===== src/rtl/seven_segment_reader.sv =====
// rtl/seven_segment_reader.sv - recovers hex digit frames from a multiplexed seven-segment bus
module seven_segment_reader #(
    parameter int DIGITS        = 4,
    parameter int STABLE_CYCLES = 4
) (
    input  logic                  clk,
    input  logic                  rst_n,
    input  logic [7:0]            segments,
    input  logic [DIGITS-1:0]     digit_sel,
    input  logic                  clear,
    output logic [4*DIGITS-1:0]   value,
    output logic [DIGITS-1:0]     dp,
    output logic [DIGITS-1:0]     err_digit,
    output logic                  valid
);

    localparam int CW = $clog2(STABLE_CYCLES + 1);
    localparam logic [CW-1:0] CNT_MAX  = CW'(STABLE_CYCLES);
    localparam logic [CW-1:0] CNT_LAST = CW'(STABLE_CYCLES - 1);

    logic [DIGITS-1:0]   s_sel;
    logic [7:0]          s_seg;
    logic [CW-1:0]       cnt;
    logic [DIGITS-1:0]   seen;
    logic [4*DIGITS-1:0] sh_val;
    logic [DIGITS-1:0]   sh_dp;
    logic [DIGITS-1:0]   sh_err;

    logic                same;
    logic                capture;
    logic                publish;
    logic [3:0]          dec_nib;
    logic                dec_err;
    logic [DIGITS-1:0]   seen_n;
    logic [4*DIGITS-1:0] sh_val_n;
    logic [DIGITS-1:0]   sh_dp_n;
    logic [DIGITS-1:0]   sh_err_n;

    assign same    = (digit_sel == s_sel) && (segments == s_seg);
    // Capture exactly once, on the edge the count saturates, and only for a single selected digit.
    assign capture = !clear && same && (cnt == CNT_LAST) && $onehot(s_sel);
    assign publish = capture && (&seen_n);

    // Map the held segment pattern back to its hex nibble; unknown patterns flag an error.
    always_comb begin
        dec_nib = 4'h0;
        dec_err = 1'b0;
        case (s_seg[6:0])
            7'h3F: dec_nib = 4'h0;
            7'h06: dec_nib = 4'h1;
            7'h5B: dec_nib = 4'h2;
            7'h4F: dec_nib = 4'h3;
            7'h66: dec_nib = 4'h4;
            7'h6D: dec_nib = 4'h5;
            7'h7D: dec_nib = 4'h6;
            7'h07: dec_nib = 4'h7;
            7'h7F: dec_nib = 4'h8;
            7'h6F: dec_nib = 4'h9;
            7'h77: dec_nib = 4'hA;
            7'h7C: dec_nib = 4'hB;
            7'h39: dec_nib = 4'hC;
            7'h5E: dec_nib = 4'hD;
            7'h79: dec_nib = 4'hE;
            7'h71: dec_nib = 4'hF;
            default: dec_err = 1'b1;
        endcase
    end

    // Next shadow contents with the captured digit merged in, so publish sees it on the same edge.
    always_comb begin
        seen_n   = seen;
        sh_val_n = sh_val;
        sh_dp_n  = sh_dp;
        sh_err_n = sh_err;
        if (capture) begin
            for (int i = 0; i < DIGITS; i++) begin
                if (s_sel[i]) begin
                    sh_val_n[4*i +: 4] = dec_nib;
                    sh_dp_n[i]         = s_seg[7];
                    sh_err_n[i]        = dec_err;
                    seen_n[i]          = 1'b1;
                end
            end
        end
    end

    // Input sampling and stability counting; clear restarts the settle.
    always_ff @(posedge clk or negedge rst_n) begin
        if (!rst_n) begin
            s_sel <= '0;
            s_seg <= '0;
            cnt   <= '0;
        end else begin
            s_sel <= digit_sel;
            s_seg <= segments;
            if (clear || !same) begin
                cnt <= '0;
            end else if (cnt < CNT_MAX) begin
                cnt <= cnt + 1'b1;
            end
        end
    end

    // Frame assembly: shadow slots, seen mask, and the registered published frame.
    always_ff @(posedge clk or negedge rst_n) begin
        if (!rst_n) begin
            seen      <= '0;
            sh_val    <= '0;
            sh_dp     <= '0;
            sh_err    <= '0;
            value     <= '0;
            dp        <= '0;
            err_digit <= '0;
            valid     <= 1'b0;
        end else begin
            valid <= 1'b0;
            if (clear) begin
                seen <= '0;
            end else begin
                sh_val <= sh_val_n;
                sh_dp  <= sh_dp_n;
                sh_err <= sh_err_n;
                if (publish) begin
                    value     <= sh_val_n;
                    dp        <= sh_dp_n;
                    err_digit <= sh_err_n;
                    seen      <= '0;
                    valid     <= 1'b1;
                end else begin
                    seen <= seen_n;
                end
            end
        end
    end

endmodule


===== config.mk =====
export PLATFORM = sky130hd
export DESIGN_NAME = seven_segment_reader
export DESIGN_NICKNAME = d
export VERILOG_FILES = /design/src/rtl/seven_segment_reader.sv
export SDC_FILE = /design/constraint.sdc
export NUM_CORES = 1
export LEC_CHECK = 0
export CAP_MARGIN = 30
export CELL_PAD_IN_SITES_DETAIL_PLACEMENT = 1
export CELL_PAD_IN_SITES_GLOBAL_PLACEMENT = 1
export CORE_ASPECT_RATIO = 1.25
export CORE_MARGIN = 3
export CORE_UTILIZATION = 42
export CTS_BUF_LIST = sky130_fd_sc_hd__clkbuf_4 sky130_fd_sc_hd__clkbuf_8
export DETAILED_ROUTE_END_ITERATION = 16
export HOLD_SLACK_MARGIN = 0.03
export PLACE_DENSITY_LB_ADDON = 0.1
export SETUP_SLACK_MARGIN = 0.1
export SLEW_MARGIN = 20
export SYNTH_ARGS = -nofsm -noshare
export SYNTH_HDL_FRONTEND = slang
export SYNTH_SLANG_ARGS = --single-unit

===== constraint.sdc =====
create_clock -name clk -period 3.55 [get_ports clk]
set_input_delay 0.5325 -clock clk [delete_from_list [all_inputs] [get_ports clk]]
set_output_delay 0.5325 -clock clk [all_outputs]
set_load 0.02 [all_outputs]

## Yosys cells after proc, flatten, opt, wreduce, memory -nomap -nowiden

Cells that the tools add are included.

| cells by class | value |
|---|---|
| add/subtract/negate cells | 4 |
| multipliers | 0 |
| div/mod/pow operators | 0 |
| $lt $le $gt $ge | 1 |
| equality and inequality tests | 20 |
| shift-type cells | 0 |
| mux-type cells | 28 |
| bitwise logic cells | 1 |
| reduce and logical (&&, ||, !) cells | 12 |

Operators with widths:

| cell | count |
|---|---|
| equality test 7 bit (second input constant) | 12 |
| one-hot mux 4 bit (15 select lines) | 1 |
| 2-to-1 mux 4 bit | 9 |
| 2-to-1 mux 16 bit | 1 |
| OR reduction 16 bit | 1 |
| 2-to-1 mux 1 bit | 15 |
| equality test 7 x 3 -> 1 bit (second input constant) | 2 |
| equality test 7 x 6 -> 1 bit (second input constant) | 2 |
| equality test 8 bit | 1 |
| 2-to-1 mux 3 bit | 2 |
| logical AND 1 bit | 5 |
| adder 1 x 1 -> 2 bit | 2 |
| equality test 4 bit | 1 |
| AND reduction 4 bit | 1 |
| adder 2 x 2 -> 3 bit | 1 |
| adder 3 x 1 -> 3 bit (second input constant) | 1 |
| equality test 3 x 1 -> 1 bit (second input constant) | 1 |
| equality test 3 x 2 -> 1 bit (second input constant) | 1 |
| less-than comparator 3 bit (second input constant) | 1 |
| logical NOT 1 bit | 2 |
| AND reduction 2 bit | 1 |
| nonzero test 2 bit | 1 |
| logical OR 1 bit | 1 |
| inverter 1 bit | 1 |

| word-level totals | value |
|---|---|
| bits in registers | 68 |
| bits in latches | 0 |
| memory bits (writable) | 0 |
| ROM bits | 0 |
| input bits | 15 |
| memories kept | 0 |

## Depth between registers and ports, before layout

Gate-level depths: netlist (run 1).

| logic depth | value |
|---|---|
| depth after elaboration | 10 |
| mapped depth | 12 |

## Least setup slack after synthesis (run 1)

Ideal clock, no wire load.

| path | value |
|---|---|
| path type | register to register |
| from | register s_sel[0] |
| to | register value[3] |
| library setup time | 0.125 ns |
| arrival time | 3.255 ns |
| required time | 3.425 ns |
| setup slack | 0.170 ns |
| cell stages (with the launch flop) | 12 |
| period minus slack after synthesis | 3.380 ns |
| cell sequence | dfrtp_1 inv_1 fa_1 inv_1 ha_1 ha_1 nor4bb_1 o21a_1 nand2_1 nor4_4 buf_6 mux2_2 |

| between the ends | value |
|---|---|
| word-level cells in the longest chain between the ends | 9 |
| elaborated cells between the ends (all ways) | 15 |
| those cells by class | 2 x add/sub; 2 x eq/ne; 4 x mux; 7 x reduce/logical |

Ends and longest elaborated chain:

| what | RTL line | RTL |
|---|---|---|
| start, declared | 21 | `logic [DIGITS-1:0] s_sel;` |
| start signal, assigned | 94 | `s_sel <= digit_sel;` |
| parallel branches: the longest is 9 deep, another holds adder 2 x 2 -> 3 bit | - |  |
| end signal, assigned | 124 | `value <= sh_val_n;` |
| end, declared | 11 | `output logic [4*DIGITS-1:0] value,` |

Parallel ways; which one is timed is not known.
A chain may end at the register's enable or synchronous reset.

## Worst setup path after layout (run 1)

| path | value |
|---|---|
| from | register s_sel[0] |
| to | register err_digit[0] |

| between the ends | value |
|---|---|
| word-level cells in the longest chain between the ends | 9 |
| elaborated cells between the ends (all ways) | 15 |
| those cells by class | 2 x add/sub; 2 x eq/ne; 4 x mux; 7 x reduce/logical |

Ends and longest elaborated chain:

| what | RTL line | RTL |
|---|---|---|
| parallel branches: the longest is 9 deep, another holds adder 2 x 2 -> 3 bit | - |  |
| end signal, assigned | 126 | `err_digit <= sh_err_n;` |
| end, declared | 13 | `output logic [DIGITS-1:0] err_digit,` |

Parallel ways; which one is timed is not known.

==> results of run 1 <==
-- flip-flops by register name, indices dropped and copies added, names as in the netlist --
register and flops:
sh_dp 4, sh_val 16, s_sel 4, cnt 3
valid 1, s_seg 8, err_digit 4, seen 4
dp 4, value 16, sh_err 4
-- Yosys cell counts (4+ instances only) --
library cell and number:
a21oi_1 4, xor2_1 8, ha_1 4, mux2i_1 4, dfrtp_1 68, inv_1 12
nor4_4 6, nand3_1 4, nand2_1 8, nor2b_1 4, o22ai_1 5, nand2b_1 8
nor3_1 6, nor2_1 19, clkbuf_1 7, mux2_2 40
-- kinds of logic after synthesis --
group           count (synthesis)
xor+xnor                        8
compound gates                 32
fa+ha+maj                       5
flops                          68
mux                            45
buf+inv                        26
simple gates                   81
-- per-stage QoR --
step / util / cell area (sq um)
6_report: 0.537 / 4020
5_1_grt: 0.537 / 4020
4_1_cts: 0.537 / 4020
3_5_place_dp: 0.507 / 3800
3_3_place_gp: 0.507 / 3800
2_1_floorplan: - / 3290
-- power groups by stage --
stage / Sequential [mW] / Combinational, mW / Clock (mW)
2_1_floorplan: 0.802 / 0.0603 / 0
3_3_place_gp: 0.815 / 0.0972 / 0
6_report: 0.800 / 0.0993 / 0.720
3_5_place_dp: 0.815 / 0.101 / 0
4_1_cts: 0.799 / 0.102 / 0.738
5_1_grt: 0.801 / 0.111 / 0.775
-- worst register-to-register path, delay by kind of cell, from the launching register on --
kind / cells / cell delay (ps)
AND/OR/NAND/NOR: 3 / 780
multiplexers: 2 / 690
flip-flops: 1 / 430
buffers and inverters: 3 / 310
adder cells (fa/ha/maj): 3 / 980
-- metal layers --
layer	vias to the layer above	routed length [um]	track usage
met1	1166	3530	0.239
met3	13	210	0.0347
met2	36	3840	0.299
li1	1043	-	-
met5	-	0	0
met4	0	128	0.0645
-- how the worst max path moves through the flow --
| stage | end | cells after the start |
|---|---|---|
| after floorplan | value[3]$_DFFE_PN0P_ | 11 |
| after global placement | value[3]$_DFFE_PN0P_ | 6 |
| after detailed placement | err_digit[0]$_DFFE_PN0P_ | 7 |
| after CTS | err_digit[0]$_DFFE_PN0P_ | 11 |
| after global routing | value[1]$_DFFE_PN0P_ | 11 |
| final | err_digit[0]$_DFFE_PN0P_ | 11 |
-- cell type report --
class	instances	area share
clock buffers	9	0.0308
multi-input cells	171	0.365
repair buffers	48	0.116
inverters	13	0.0121
well taps	92	0.0286
clock inverters	7	0.0246
flip-flops and latches	68	0.423
==> summary.txt, run 1 <==
Clocking
  • PostCTS Resize Cnt: 0
  • Root Buffer: clkbuf_8
  • CTS tree: done
  • Clk slew on worst S/H paths: 80 ps
  • Clock sinks: 68
  • H-tree depth: 3
  • Clock buffer depth: 2
  • Post-CTS Setup Repair Bufs: 0
  • Number of buffers created by CTS: 9
  • Count of hold-fix buffers inserted at cts: 0
  • Worst skew pair latency: 350 ps

Cells and area
  • Most frequent cells in the layout: dfrtp_1 (68), mux2_2 (40), clkdlybuf4s50_1 (38)
  • Multi-input logic area: 1470 sq um
  • P&R area growth vs syn: 22.2%
  • Sequential cell area: 1700 sq um
  • N_diodes: 0
  • Final Instance Count excl. Fillers: 408
  • Nets: 331
  • Layout cells sized above 1: 0.256
  • Commonest non-fill, non-tap cell in the layout: dfrtp_1
  • Fill cells: 791

Critical path
  • Slowest cell delay on critical path: 530 ps
  • Critical path launch point: s_sel[0]$_DFF_PN0_
  • Buffers & Inverters on Critical Path: 3
  • CP cell instances: inv_1 -> fa_1 -> inv_1 -> ha_1 -> ha_1 -> nor4bb_1 -> buf_4 -> nand2_1 -> nor4_4 -> mux2_2 -> mux2_2
  • Crit-path slowest cell: fa_1
  • WS Path Type: reg2reg
  • RR Startpoint: s_sel[0]$_DFF_PN0_
  • Worst R2R Path Depth: 11
  • Crit path required time: 3780 ps
  • Critical R2R Capture: err_digit[0]$_DFFE_PN0P_
  • Largest delay contributor family on the critical path: adder cells
  • R2R setup slack: 240 ps
  • Critical Path AT: 3540 ps
  • Worst-path maximum fanout: 7
  • Crit. End Element: register
  • Crit start category: register

Synthesis
  • Yosys top cell by area: dfrtp_1
  • Flop and latch count out of synthesis: 68
  • Synth cell types: 57
  • Post-Syn Instances: 265
  • Asr flop ratio synth: 1.00
  • Syn nets: 285
  • Mux cell area share after synthesis: 0.154
  • Yosys warnings: 0
  • Xor/xnor share of the synthesized area: 0.0213
  • Compound-Gate Fraction of Synth Area: 0.0749
  • Simple-gate share of the synthesized area: 0.174
  • Top cell type's share of synthesized area: 0.517
  • Post-synth EDFFs: 0
  • Synth Area per Inst: 12.4 sq um
  • Top cells by area, synth: dfrtp_1 (52%), mux2_2 (14%), nor4_4 (3.9%)
  • Synth Flop Type: dfrtp_1
  • Post-synthesis adder-cell area fraction: 0.0213
  • Largest family of logic cells by synthesized area: simple AND/OR/NAND/NOR gates
  • Cell area after synthesis: 3290 sq um
  • Register area share after synthesis: 0.517

Timing
  • Final Hold Fails: 0
  • Period utilization: 0.931
  • Max-slew violations: 0
  • Fin Hold WS: 158 ps
  • Slew @ Worst Pin: 815 ps
  • Final setup vio count: 0
  • Maximum clock frequency: 303 MHz
  • Clock period minus worst slack: 3310 ps
  • RSZ-0062 raised after global routing: false
  • Final WS setup: 245 ps
  • Clk_skew: 9.43 ps
  • Setup TNS: 0 ps
  • Slew headroom: 0.451

Route
  • Drt pass-1 iters: 4
  • Avg WL per Cell: 18.9 um
  • DRC errors left: 0
  • Vias per inst: 5.53
  • Detailed Route WL: 7710 um
  • Vias: 2258
  • Antenna viol nets, final: 0
  • Starting DRT DRC Count: 101

Placed design
  • DP HPWL: 5440 um
  • Placed cell count: 392
  • IO buf count: 39
  • Final Wtd Congestion: 0.757
  • Worst slack at placement: 178 ps

Power
  • Cell internal pwr: 1.22 mW
  • Peak VDD IR: 0.242 mV
  • Clk pwr share: 0.445
  • Switching portion of total power: 0.246
  • P_leak: 1.85 nW
  • PnR Total Power: 1.62 mW
  • Power Density: 403 nW/um^2
  • Sw Pwr: 0.399 mW
  • Seq pwr share: 0.494
  • Combinational Power Share: 0.061

Die
  • Die area: 8940 sq um
  • Chip Height: 105 um
  • Io pins: 40
  • Total core area: 7490 sq um
  • Die X: 85.2 um
  • Initial Util: 0.439
  • Placement Rows: 35

Status
  • Status: completed

Global routing
  • Gr usage total: 0.182
  • Total grt overflow: 0
  • Largest net degree at the start of global routing: 26
  • Vias in the first global route: 2454
  • Initial antenna violation count: 0
  • First-pass GRT wire length: 12700 um

Run
  • Max-cap violations: 0

Worst hold path
  • Min-delay worst type: in2async
(Power assumes the default switching activity.)
==> run 2, diff against run 1 <==
Settings changed: CAP_MARGIN 30 to default.
==> results of run 2 <==
Final layout, timing and power as in run 1 (identical DEF).
==> run 3, diff against run 2 <==
Settings changed: CAP_MARGIN from default to 20, SLEW_MARGIN 20 to default.
==> results of run 3 <==
Final layout, timing and power as in run 1 (identical DEF).
